==> src/rtl/gray_pkg.sv <==
// Shared types and helpers for the Gray-code step monitor: FSM state, the
// generic Gray-to-binary decode function and the good-step counter width.
package gray_pkg;

  typedef enum logic {
    ACQ   = 1'b0,
    TRACK = 1'b1
  } state_t;

  // Widest word the decode helper handles; narrower words are zero-extended.
  localparam int MAX_W = 32;

  // good_cnt must hold LOCK_LEN for any legal LOCK_LEN (1..255).
  localparam int LOCK_LEN_MAX = 255;
  localparam int GOOD_CNT_W   = $clog2(LOCK_LEN_MAX + 1);

  // bin[MSB] = g[MSB]; bin[i] = bin[i+1] ^ g[i]. Leading zeros decode to zeros.
  function automatic logic [MAX_W-1:0] gray2bin(input logic [MAX_W-1:0] g);
    logic [MAX_W-1:0] b;
    b[MAX_W-1] = g[MAX_W-1];
    for (int i = MAX_W - 2; i >= 0; i--) begin
      b[i] = b[i+1] ^ g[i];
    end
    return b;
  endfunction

endpackage

==> src/rtl/gray_to_bin.sv <==
// Combinational WIDTH-bit Gray-to-binary decoder, the inverse of binaryToGray.
module gray_to_bin
  import gray_pkg::*;
#(
  parameter int WIDTH = 4
) (
  input  logic [WIDTH-1:0] gray,
  output logic [WIDTH-1:0] bin
);

  assign bin = WIDTH'(gray2bin(MAX_W'(gray)));

endmodule

==> src/rtl/gray_step_monitor.sv <==
// Samples a Gray-code stream, decodes it and checks consecutive samples are
// single +/-1 steps. Optional macro GRAY_STRICT_DIR_EN also flags reversals.
module gray_step_monitor
  import gray_pkg::*;
#(
  parameter int WIDTH     = 4,
  parameter int ERR_CNT_W = 8,
  parameter int LOCK_LEN  = 4
) (
  input  logic                 clk,
  input  logic                 rst,
  input  logic                 in_valid,
  input  logic [WIDTH-1:0]     gray_in,
  output logic                 out_valid,
  output logic [WIDTH-1:0]     bin_out,
  output logic                 step_err,
  output logic                 dir_up,
  output logic                 locked,
  output logic [ERR_CNT_W-1:0] err_count
);

  // Handshake: gray_in is consumed on every edge where in_valid=1 (no
  // backpressure); out_valid is in_valid delayed by exactly one cycle.

  state_t                state, state_n;
  logic [WIDTH-1:0]      cur_bin, prev, prev_n, diff;
  logic [GOOD_CNT_W-1:0] good_cnt, good_cnt_n;
  logic                  dir_set, dir_set_n;
  logic                  bad_step, is_up;
  logic                  step_err_n, dir_up_n, locked_n;
  logic [WIDTH-1:0]      bin_out_n;
  logic [ERR_CNT_W-1:0]  err_count_n;

  gray_to_bin #(.WIDTH(WIDTH)) u_dec (
    .gray (gray_in),
    .bin  (cur_bin)
  );

  assign diff  = cur_bin - prev;
  assign is_up = (diff == WIDTH'(1));

  always_comb begin
    state_n     = state;
    prev_n      = prev;
    good_cnt_n  = good_cnt;
    dir_set_n   = dir_set;
    bin_out_n   = bin_out;
    step_err_n  = 1'b0;
    dir_up_n    = dir_up;
    locked_n    = locked;
    err_count_n = err_count;
    bad_step    = 1'b0;
    if (in_valid) begin
      prev_n    = cur_bin;
      bin_out_n = cur_bin;
      if (state == ACQ) begin
        state_n    = TRACK;
        good_cnt_n = '0;
        dir_set_n  = 1'b0;
        locked_n   = 1'b0;
      end else if (diff == '0) begin
        bad_step = 1'b0;
      end else if (is_up || diff == {WIDTH{1'b1}}) begin
        dir_up_n = is_up;
`ifdef GRAY_STRICT_DIR_EN
        bad_step  = dir_set && (is_up != dir_up);
        dir_set_n = 1'b1;
`endif
        if (!bad_step) begin
          if (good_cnt != GOOD_CNT_W'(LOCK_LEN)) good_cnt_n = good_cnt + 1'b1;
          if (good_cnt_n == GOOD_CNT_W'(LOCK_LEN)) locked_n = 1'b1;
        end
      end else begin
        bad_step = 1'b1;
      end
      // An error restarts lock acquisition and forgets the reference direction.
      if (bad_step) begin
        step_err_n = 1'b1;
        good_cnt_n = '0;
        locked_n   = 1'b0;
        dir_set_n  = 1'b0;
        if (err_count != {ERR_CNT_W{1'b1}}) err_count_n = err_count + 1'b1;
      end
    end
  end

  always_ff @(posedge clk) begin
    if (rst) begin
      state     <= ACQ;
      prev      <= '0;
      good_cnt  <= '0;
      dir_set   <= 1'b0;
      out_valid <= 1'b0;
      bin_out   <= '0;
      step_err  <= 1'b0;
      dir_up    <= 1'b0;
      locked    <= 1'b0;
      err_count <= '0;
    end else begin
      state     <= state_n;
      prev      <= prev_n;
      good_cnt  <= good_cnt_n;
      dir_set   <= dir_set_n;
      out_valid <= in_valid;
      bin_out   <= bin_out_n;
      step_err  <= step_err_n;
      dir_up    <= dir_up_n;
      locked    <= locked_n;
      err_count <= err_count_n;
    end
  end

endmodule

==> config.mk <==
export PLATFORM = sky130hd
export DESIGN_NAME = gray_step_monitor
export DESIGN_NICKNAME = d
export VERILOG_FILES = /design/src/rtl/gray_pkg.sv /design/src/rtl/gray_to_bin.sv /design/src/rtl/gray_step_monitor.sv
export SDC_FILE = /design/constraint.sdc
export NUM_CORES = 1
export LEC_CHECK = 0
export ABC_AREA = 1
export CORE_MARGIN = 2
export CORE_UTILIZATION = 48
export CTS_BUF_LIST = sky130_fd_sc_hd__clkbuf_4 sky130_fd_sc_hd__clkbuf_8
export CTS_CLUSTER_SIZE = 8
export DETAILED_ROUTE_END_ITERATION = 10
export PLACE_DENSITY = 0.75
export REMOVE_ABC_BUFFERS = 1
export SLEW_MARGIN = 20
export SYNTH_ARGS = -nofsm -noshare
export SYNTH_HDL_FRONTEND = slang
export SYNTH_SLANG_ARGS = --single-unit
==> constraint.sdc <==
create_clock -name clk -period 2.9 [get_ports clk]
set_clock_uncertainty 0.1 [all_clocks]
set_input_delay 0.58 -clock clk [delete_from_list [all_inputs] [get_ports clk]]
set_output_delay 0.58 -clock clk [all_outputs]
set_load 0.05 [all_outputs]
==> impl_metrics.env <==
export IMPL_status="completed"
export IMPL_cts_tree="done"
export IMPL_grt_usage_pct=20.8
export IMPL_fillers=265
export IMPL_async_flop_share_pct=0
export IMPL_path_common_cell="nand2_1"
export IMPL_drive_above_1_share_pct=14.2
export IMPL_critPathMaxFanout=4
export IMPL_ir_drop_mv=0.227
export IMPL_critPathLaunchType="input port"
export IMPL_hp_class="reg -> reg"
export IMPL_fin_crit_ps=2730
export IMPL_multi_input_area_um2=943
export IMPL_die_width_um=60.9
export IMPL_cp_end_kind="register"
export IMPL_slew_viol_final=0
export IMPL_cts_hold_buf=0
export IMPL_syn_area_um2=1560
export IMPL_dp_cells=318
export IMPL_vias=1553
export IMPL_grt_pass1_wl_mm=5.78
export IMPL_synth_xor_area_share_pct=6.76
export IMPL_dieArea_um2=3710
export IMPL_fin_util_pct=66.1
export IMPL_timing_fmax_ghz=0.367
export IMPL_cts_num_sinks=25
export IMPL_routabilityCongestion=0.804
export IMPL_yosysSeqAreaShare_pct=32.2
export IMPL_route_detailed_drc=0
export IMPL_synth_flop_cell="dfxtp_1"
export IMPL_cp_arrival_ps=2890
export IMPL_synth_compound_area_share_pct=8.53
export IMPL_ys_seq_elements=25
export IMPL_yosysWarnings=0
export IMPL_die_h_um=60.9
export IMPL_initial_core_util_pct=50.5
export IMPL_ctsRootBufferMaster="clkbuf_4"
export IMPL_grt_pass1_vias=1374
export IMPL_avgSynthCellArea_um2=6.37
export IMPL_fin_crit_sh_pct=94.0
export IMPL_drt_iter0_drc=70
export IMPL_syn_inst=244
export IMPL_crit_family="adder cells"
export IMPL_via_per_inst=4.76
export IMPL_power_density_nw_per_um2=449
export IMPL_synth_edf_count=0
export IMPL_grt_overflow=0
export IMPL_final_cells=326
export IMPL_core_um2=3080
export IMPL_worstMarginPinSlew_ps=510
export IMPL_p_total_mw=0.915
export IMPL_rr_startpoint="prev[0]"
export IMPL_finalSetupViolCount=0
export IMPL_yosys_top_cells_area="dfxtp_1, nand2_1, inv_1, nor2_1, nand3_1"
export IMPL_synthAdderAreaFrac_pct=6.11
export IMPL_maxCapViolations=0
export IMPL_cts_made_buffers=3
export IMPL_seqCellArea_um2=500
export IMPL_synth_most_common_cell="nand2_1"
export IMPL_syn2layout_area_growth_pct=30.9
export IMPL_synth_distinct_cells=25
export IMPL_cellLeakagePower_nw=0.989
export IMPL_crit_type="in -> reg"
export IMPL_rows=20
export IMPL_worstPathCellList="clkdlybuf4s50_1, xor2_1, inv_1, ha_2, inv_2, fa_2, nand2_1, nor2_1, nand3_1, nand3_2, buf_4, nand3_1, nand2_1, nand2_1, nor2_1"
export IMPL_diodes=0
export IMPL_grt_max_degree=17
export IMPL_fin_hold_ws_ps=372
export IMPL_synth_top_family_by_area="simple AND/OR/NAND/NOR gates"
export IMPL_rsz0062_at_grt="no"
export IMPL_antenna_found_initial=0
export IMPL_yosysTopAreaCellShare_pct=32.2
export IMPL_synth_mux_area_share_pct=0
export IMPL_final_nets=297
export IMPL_post_drt_wl_per_cell_um=10.6
export IMPL_ant_nets=0
export IMPL_cp_startpoint="gray_in[0]"
export IMPL_wl_mm=3.45
export IMPL_hold_viol=0
export IMPL_clk_pin_slew_worst_paths_ps=140
export IMPL_cts_max_level=1
export IMPL_slew_headroom_pct=65.9
export IMPL_yosys_area_top_type="dfxtp_1"
export IMPL_critPathBufInv=4
export IMPL_pin_count=23
export IMPL_dr_pass1_iters=4
export IMPL_clk_path_buf_depth=2
export IMPL_holdCritStartpoint="dir_up"
export IMPL_clk_latency_ps=320
export IMPL_io_buffers=22
export IMPL_crit_required_ps=3070
export IMPL_synthTopCellsByCount="nand2_1, inv_1, nor2_1, dfxtp_1, nand3_1"
export IMPL_cp_slowest_stage_delay_ps=600
export IMPL_cpMaxStageDelayCell="fa_2"
export IMPL_hpwl_mm=2.55
export IMPL_synthSimpleGateAreaFrac_pct=35.4
## flip-flops by register name, indices dropped and copies added (netlist names)
signal,count
good_cnt,8
state,1
step_err,1
err_count,8
locked,1
out_valid,1
prev,4
dir_up,1
## repair_timing
item                       in CTS  in global routing
setup endpoints to repair      18                 18
setup buffers                   1                  3
pin swaps                       6                 10
gates resized for setup         9                 14
## layout by cell type, fill, tap and decap left out, types with 2 or more instances in the layout
cell,instances
nand3_1,15
o21ai_0,8
nor3_1,4
clkbuf_2,2
nor2_4,2
a21oi_1,12
inv_1,36
dfxtp_1,25
buf_4,14
nand3_2,2
ha_1,5
xor2_1,8
nor2_1,26
nand2_1,76
xnor2_2,3
nand4_1,3
clkbuf_4,3
inv_2,2
buf_6,2
clkdlybuf4s50_1,19
## logic make-up (layout without fill, tap and decap cells)
kind of cell,after synthesis,after routing
buffers and inverters,44,82
xor gates and xnor gates,12,12
and+or+nand+nor,133,133
adders and majority gates,7,7
DFF,25,25
AOI/OAI and AO/OA,23,23
## power by group
part / internal [mW] / switching [mW] / leakage, nW
Sequential: 0.363 / 0.0177 / 0.205
Combinational: 0.158 / 0.216 / 0.767
Clock: 0.0517 / 0.109 / 0.0177
## tightest hold or removal path: cells and delay by family, from the launching register on
kind | cells | cell delay [ps]
AND/OR/NAND/NOR | 1 | 60
flip-flops | 1 | 340
AO/OA/AOI/OAI | 1 | 50
## final timing paths
check	endpoint	slack (ps)	cells after the start
hold / removal	dir_up	370	2
hold reg to reg	dir_up	370	2
setup / recovery	good_cnt[1]	170	15
setup reg to reg	good_cnt[1]	700	12
## metrics by stage
stage               cell area [um2]  setup slack (ps)  setup TNS (ps)
CTS                            1980              29.2               0
floorplan                      1530              -225           -2400
global placement               1920              -486           -8310
finish                         2040               173               0
global route                   2040              10.2               0
detailed placement             1920              -578           -9990
## metal layers
metal  wire (um)  vias to the layer above  GRT usage (%)
li1            -                      832              -
met2        1600                       26           35.3
met1        1700                      691           26.8
met5           0                        -              0
met3          99                        4           4.48
met4          46                        0           4.97
## area by class of cell
type / instances / area share (%)
clock buffers: 3 / 1.11
clock inverters: 1 / 0.246
inverters: 39 / 7.31
multi-input cells: 175 / 46.3
flip-flops and latches: 25 / 24.6
well taps: 44 / 2.70
repair buffers: 39 / 17.7
Power figures use the tool's default switching activity.
